## src/rtl/img_rom_arbiter_if.sv

```systemverilog
// Bus bundle between the image-ROM arbiter, its two requesters and the ROM.
// slave  : arbiter side (takes requests and ROM data, drives grants, read data, status)
// master : requester/ROM side (drives requests and ROM data, observes the rest)
interface img_rom_arbiter_if #(
    parameter int unsigned ADDR_W = 17
);
    logic              p0_req;
    logic [ADDR_W-1:0] p0_addr;
    logic              p0_gnt;
    logic              p0_rvalid;
    logic [15:0]       p0_rdata;

    logic              p1_req;
    logic [ADDR_W-1:0] p1_addr;
    logic              p1_gnt;
    logic              p1_rvalid;
    logic [15:0]       p1_rdata;

    logic [ADDR_W-1:0] rom_addr;
    logic [15:0]       rom_data;

    logic [15:0]       p0_miss_cnt;
    logic              starve_flag;

    modport slave (
        input  p0_req, p0_addr, p1_req, p1_addr, rom_data,
        output p0_gnt, p0_rvalid, p0_rdata,
        output p1_gnt, p1_rvalid, p1_rdata,
        output rom_addr, p0_miss_cnt, starve_flag
    );

    modport master (
        output p0_req, p0_addr, p1_req, p1_addr, rom_data,
        input  p0_gnt, p0_rvalid, p0_rdata,
        input  p1_gnt, p1_rvalid, p1_rdata,
        input  rom_addr, p0_miss_cnt, starve_flag
    );
endinterface

```

## src/rtl/img_rom_arbiter.sv

```systemverilog
// Two-port arbiter in front of a 1-cycle synchronous-read RGB565 image ROM.
// Port 0 (VGA fetch) has fixed priority; port 1 (background reader) is forced
// through once it has been blocked STARVE_LIMIT consecutive cycles.
// Read data returns registered, 2 cycles after the grant, to the issuing port.
// Ports:
//   clk    : system clock
//   reset  : asynchronous, active-high reset
//   bus    : slave side of img_rom_arbiter_if
//            p0/p1 req, addr -> gnt (combinational), rvalid, rdata (registered)
//            rom_addr (combinational) / rom_data (from ROM, one cycle later)
//            p0_miss_cnt (saturating), starve_flag (registered forced-grant flag)
module img_rom_arbiter #(
    parameter int unsigned H_SIZE       = 320,
    parameter int unsigned V_SIZE       = 240,
    parameter int unsigned ADDR_W       = $clog2(H_SIZE * V_SIZE),
    parameter int unsigned STARVE_LIMIT = 16
) (
    input  logic           clk,
    input  logic           reset,
    img_rom_arbiter_if.slave bus
);
    localparam int unsigned WAIT_W = 8;
    localparam logic [WAIT_W-1:0] LIMIT = WAIT_W'(STARVE_LIMIT);

    logic [WAIT_W-1:0] wait_cnt;
    logic [1:0]        tag_q;
    logic [15:0]       miss_cnt_q;
    logic              starve_flag_q;
    logic              p0_rvalid_q;
    logic              p1_rvalid_q;
    logic [15:0]       p0_rdata_q;
    logic [15:0]       p1_rdata_q;

    logic              force_c;
    logic              p0_gnt_c;
    logic              p1_gnt_c;
    logic [ADDR_W-1:0] rom_addr_c;
    logic [WAIT_W-1:0] wait_next_c;
    logic [15:0]       miss_next_c;

    // Grant decision and ROM address mux; everything idles while reset is high.
    always_comb begin
        force_c    = 1'b0;
        p0_gnt_c   = 1'b0;
        p1_gnt_c   = 1'b0;
        rom_addr_c = '0;
        if (!reset) begin
            force_c  = bus.p1_req && (wait_cnt >= LIMIT);
            p1_gnt_c = bus.p1_req && (!bus.p0_req || force_c);
            p0_gnt_c = bus.p0_req && !force_c;
            if (p0_gnt_c) begin
                rom_addr_c = bus.p0_addr;
            end else if (p1_gnt_c) begin
                rom_addr_c = bus.p1_addr;
            end
        end
    end

    // Next values of the saturating counters.
    always_comb begin
        wait_next_c = '0;
        miss_next_c = miss_cnt_q;
        if (bus.p1_req && !p1_gnt_c) begin
            wait_next_c = (wait_cnt == '1) ? wait_cnt : wait_cnt + WAIT_W'(1);
        end
        if (bus.p0_req && !p0_gnt_c && (miss_cnt_q != 16'hFFFF)) begin
            miss_next_c = miss_cnt_q + 16'd1;
        end
    end

    // Tag pipeline: the grant tag travels alongside the ROM's read latency, so
    // the cycle after the tag is registered rom_data belongs to that port.
    always_ff @(posedge clk or posedge reset) begin
        if (reset) begin
            wait_cnt      <= '0;
            tag_q         <= '0;
            miss_cnt_q    <= '0;
            starve_flag_q <= 1'b0;
            p0_rvalid_q   <= 1'b0;
            p1_rvalid_q   <= 1'b0;
            p0_rdata_q    <= '0;
            p1_rdata_q    <= '0;
        end else begin
            wait_cnt      <= wait_next_c;
            tag_q         <= {p1_gnt_c, p0_gnt_c};
            miss_cnt_q    <= miss_next_c;
            starve_flag_q <= force_c;
            p0_rvalid_q   <= tag_q[0];
            p1_rvalid_q   <= tag_q[1];
            if (tag_q[0]) begin
                p0_rdata_q <= bus.rom_data;
            end
            if (tag_q[1]) begin
                p1_rdata_q <= bus.rom_data;
            end
        end
    end

    assign bus.p0_gnt      = p0_gnt_c;
    assign bus.p1_gnt      = p1_gnt_c;
    assign bus.rom_addr    = rom_addr_c;
    assign bus.p0_rvalid   = p0_rvalid_q;
    assign bus.p1_rvalid   = p1_rvalid_q;
    assign bus.p0_rdata    = p0_rdata_q;
    assign bus.p1_rdata    = p1_rdata_q;
    assign bus.p0_miss_cnt = miss_cnt_q;
    assign bus.starve_flag = starve_flag_q;
endmodule

```

## src/flat_wrapper.sv

```systemverilog
// flat-port wrapper written by rule: the top's interface ports become plain ports
module img_rom_arbiter_flat 
#(
    parameter int unsigned H_SIZE       = 320,
    parameter int unsigned V_SIZE       = 240,
    parameter int unsigned ADDR_W       = $clog2(H_SIZE * V_SIZE),
    parameter int unsigned STARVE_LIMIT = 16
)
  (clk, reset, bus_p0_req, bus_p0_addr, bus_p1_req, bus_p1_addr, bus_rom_data, bus_p0_gnt, bus_p0_rvalid, bus_p0_rdata, bus_p1_gnt, bus_p1_rvalid, bus_p1_rdata, bus_rom_addr, bus_p0_miss_cnt, bus_starve_flag);
  img_rom_arbiter_if #(.ADDR_W(ADDR_W)) bus_i ();
  input  logic clk;
  input  logic reset;
  input wire logic [$bits(bus_i.p0_req)-1:0] bus_p0_req;
  input wire logic [$bits(bus_i.p0_addr)-1:0] bus_p0_addr;
  input wire logic [$bits(bus_i.p1_req)-1:0] bus_p1_req;
  input wire logic [$bits(bus_i.p1_addr)-1:0] bus_p1_addr;
  input wire logic [$bits(bus_i.rom_data)-1:0] bus_rom_data;
  output wire logic [$bits(bus_i.p0_gnt)-1:0] bus_p0_gnt;
  output wire logic [$bits(bus_i.p0_rvalid)-1:0] bus_p0_rvalid;
  output wire logic [$bits(bus_i.p0_rdata)-1:0] bus_p0_rdata;
  output wire logic [$bits(bus_i.p1_gnt)-1:0] bus_p1_gnt;
  output wire logic [$bits(bus_i.p1_rvalid)-1:0] bus_p1_rvalid;
  output wire logic [$bits(bus_i.p1_rdata)-1:0] bus_p1_rdata;
  output wire logic [$bits(bus_i.rom_addr)-1:0] bus_rom_addr;
  output wire logic [$bits(bus_i.p0_miss_cnt)-1:0] bus_p0_miss_cnt;
  output wire logic [$bits(bus_i.starve_flag)-1:0] bus_starve_flag;
  assign bus_i.p0_req = bus_p0_req;
  assign bus_i.p0_addr = bus_p0_addr;
  assign bus_i.p1_req = bus_p1_req;
  assign bus_i.p1_addr = bus_p1_addr;
  assign bus_i.rom_data = bus_rom_data;
  assign bus_p0_gnt = bus_i.p0_gnt;
  assign bus_p0_rvalid = bus_i.p0_rvalid;
  assign bus_p0_rdata = bus_i.p0_rdata;
  assign bus_p1_gnt = bus_i.p1_gnt;
  assign bus_p1_rvalid = bus_i.p1_rvalid;
  assign bus_p1_rdata = bus_i.p1_rdata;
  assign bus_rom_addr = bus_i.rom_addr;
  assign bus_p0_miss_cnt = bus_i.p0_miss_cnt;
  assign bus_starve_flag = bus_i.starve_flag;
  img_rom_arbiter #(.H_SIZE(H_SIZE), .V_SIZE(V_SIZE), .ADDR_W(ADDR_W), .STARVE_LIMIT(STARVE_LIMIT)) u_core (.clk(clk), .reset(reset), .bus(bus_i));
endmodule
```

## config.mk

```make
export PLATFORM = sky130hd
export DESIGN_NAME = img_rom_arbiter_flat
export DESIGN_NICKNAME = d
export VERILOG_FILES = /design/src/rtl/img_rom_arbiter_if.sv /design/src/rtl/img_rom_arbiter.sv /design/src/flat_wrapper.sv
export SDC_FILE = /design/constraint.sdc
export NUM_CORES = 1
export LEC_CHECK = 0
export ABC_AREA = 1
export BUFFER_PORTS_ARGS = -buffer_cell sky130_fd_sc_hd__buf_2
export CAP_MARGIN = 20
export CORE_ASPECT_RATIO = 0.6
export CORE_MARGIN = 2
export CORE_UTILIZATION = 35
export CTS_CLUSTER_SIZE = 12
export DETAILED_ROUTE_END_ITERATION = 12
export GPL_TIMING_DRIVEN = 0
export SYNTH_ARGS = -nofsm -noshare
export SYNTH_HDL_FRONTEND = slang
export SYNTH_SLANG_ARGS = --single-unit
```

## constraint.sdc

```tcl
create_clock -name clk -period 2.38 [get_ports clk]
set_input_delay 0 -clock clk [delete_from_list [all_inputs] [get_ports clk]]
set_output_delay 0 -clock clk [all_outputs]
set_load 0.01 [all_outputs]
```

==> results by group <==
Clock tree
  • Clk buf depth: 2
  • CTS Sinks: 61
  • CTS Hold Bufs: 19
  • Num CTS Buffers: 9
  • H-Tree Depth: 3
  • Clock-pin transition on the worst setup and hold timing paths: 50 ps
  • CTS tree: yes
  • Skew-Pair Late Insertion Delay: 330 ps
  • Post-CTS Resized: 0
  • Post-CTS setup buffers: 0
  • Clock root buffer master: clkbuf_16

Global route
  • Initial antenna violation count: 0
  • Number of global-route vias before repair: 2688
  • Total global routing overflow: 0
  • Pin count of the biggest net entering global routing: 35
  • All-layer global routing usage: 17.6%
  • Global-route wire length before repair: 13300 um

Power
  • Switching Share: 27.9%
  • P_int: 2.27 mW
  • Share of power burned in registers: 40.6%
  • Lkg Pwr: 2.24 nW
  • Clock share of power: 41.1%
  • Total power: 3.15 mW
  • Max VDD drop: 0.429 mV
  • Net Sw Power: 0.879 mW
  • Combinational power share: 18.3%
  • Power per cell area: 729 nW/um^2

Yosys
  • Most common flop cell mapped by yosys: dfrtp_1
  • Sequential element share of the synthesized area: 50.2%
  • Mapped Cells: 344
  • Post-synth EDFFs: 0
  • Post-synth top area cell: dfrtp_1
  • Post-Syn Area: 3040 sq um
  • Synthesized Nets: 401
  • Unique cell type count in the Yosys netlist: 28
  • Area contributors post-synth: dfrtp_1 (50%), nand2_1 (18%), mux2_2 (12%), nor2_1 (3.6%), nand3_1 (2.8%)
  • Synthesis-stage register bit count: 61
  • Share of the synthesized area in the top cell type: 50.2%
  • Synthesis warning total: 0
  • Async SR Flop Fraction: 100%
  • Synthesized area per cell: 8.83 sq um

Drt
  • Vias: 2800
  • Drt drc: 0
  • Vias/cell: 4.55
  • Initial DRC count: 166
  • Final WL: 7870 um
  • Post-DRT Antenna Nets: 0
  • WL/cell: 12.8 um
  • Drt first pass iters: 4

Timing
  • Max Slew Vio Count: 0
  • RSZ-0062 raised after global routing: false
  • Post-route minimum period: 1910 ps
  • Final setup viols: 0
  • Peak Freq: 523 MHz
  • WHS: 44.1 ps
  • Final setup skew: 6.63 ps
  • Slew HR: 72.6%
  • Fin crit share: 80.3%
  • Endpoints failing hold: 0
  • Slew @ Worst Pin: 411 ps

Job
  • Max Cap Viol: 0

Layout
  • Fin cells: 615
  • Fin nets: 555
  • Share of layout cells above drive strength 1: 37.6%
  • Most frequent cells in the layout: nand2_1 (142), buf_2 (126), dfrtp_1 (61)
  • Most common cell after layout, fill and taps aside: nand2_1
  • Area delta synth->final: 42.0%
  • Number of diodes: 0

Hold path
  • Worst Hold Class: input port to flop
  • Worst hold stages: 5
  • HP Start: bus_p0_req

Floorplan
  • Die W: 124 um
  • Core Box Area: 8460 sq um
  • Total die area: 9470 sq um
  • Chip height: 76.2 um
  • Io pins: 124
  • Rows: 26
  • Starting density of the core: 35.9%

Setup path
  • Cell depth of the worst flop-to-flop path: 9
  • CP Launch Type: flop
  • Crit Path Max Fanout: 11
  • Crit path capture type: primary output
  • Worst flop-to-flop path startpoint: u_core.bus.p0_miss_cnt[0]
  • Setup CP Type: flop to primary output
  • WP data required: 2380 ps
  • Crit. Startpoint: u_core.wait_cnt[6]
  • Data arrival, critical path: 1910 ps

Placement
  • Placer Congestion: 0.820
  • Placed Cells: 580
  • PortBufs: 123
  • Dpl hpwl: 5770 um

Status
  • Status: finished clean
-- kinds of logic after synthesis --
| logic type | count (synthesis) | synth area share, % |
|---|---|---|
| AND/OR/NAND/NOR | 201 | 27.8 |
| XOR/XNOR | 9 | 2.59 |
| multiplexers | 32 | 11.9 |
| adder cells (fa/ha/maj) | 3 | 1.24 |
| flip-flops | 61 | 50.2 |
| AO/OA/AOI/OAI | 11 | 2.35 |
| buffers and inverters | 27 | 3.95 |
-- area by class of cell --
class	instances	area (sq um)
Clock inverter	7	75.1
Sequential cell	61	1530
Multi-Input combinational cell	256	1390
Clock buffer	9	225
Inverter	19	71.3
Timing Repair Buffer	143	836
Tap cell	112	140
Fill cell	798	4140
Buffer	8	48.8
-- flip-flops by register name, indices dropped and copies added (netlist names) --
register                count
u_core.bus.p0_rvalid        1
u_core.bus.p1_rvalid        1
u_core.bus.p0_rdata        16
u_core.bus.p0_miss_cnt     16
u_core.bus.p1_rdata        16
u_core.tag_q                2
u_core.wait_cnt             8
u_core.bus.starve_flag      1
-- critical path, cell delays in order (launching register included) --
cell      delay (ps)
dfrtp_1          410
nor2_1            70
nand2_1           70
nand2_2           90
nand3_1          100
clkinv_1         280
buf_2            300
nand2_1           80
nand2_1           60
buf_2            130
-- power by group through the flow --
stage	Sequential, mW	Combinational [mW]	Clock [mW]
after floorplan	1.34	0.238	0
after global placement	1.29	0.538	0
after detailed placement	1.29	0.556	0
after CTS	1.28	0.583	1.33
after global routing	1.30	0.635	1.39
final	1.28	0.576	1.29
-- routing by layer --
layer,vias to the layer above,track usage [%],wire (um)
li1,1410,-,-
met1,1291,24.4,3950
met2,91,25.9,3370
met3,8,6.53,470
met4,0,4.94,70
met5,-,0,0
-- cell usage after synthesis, types with 3 or more instances --
cell       n
o21ai_0    6
xnor2_1    5
buf_2      3
xor2_1     4
nand4_1    4
nand2_1  142
inv_1     16
ha_1       3
mux2_2    32
dfrtp_1   61
nor2_1    29
a21oi_1    3
nand3_1   17
-- final timing paths --
path	slack, ps	end
max	470	bus_rom_addr[14]
min	40	u_core.bus.p0_miss_cnt[10]
max reg2reg	590	u_core.bus.p0_miss_cnt[9]
min reg2reg	380	u_core.bus.p1_rvalid
max in group asynchronous	1830	u_core.bus.p0_rdata[3]
min in group asynchronous	370	u_core.bus.p0_miss_cnt[9]
-- through the flow --
step                      utilization, %  area [sq um]  TNS (ps)  worst slack (ps)
after floorplan                        -          3040         0               199
after global placement              44.9          3790    -27910              -754
after detailed placement            45.1          3810         0               570
after CTS                           51.0          4320         0               402
after global routing                51.0          4320         0               249
final                               51.0          4320         0               469
No activity file was read; power rests on OpenSTA's default activity.
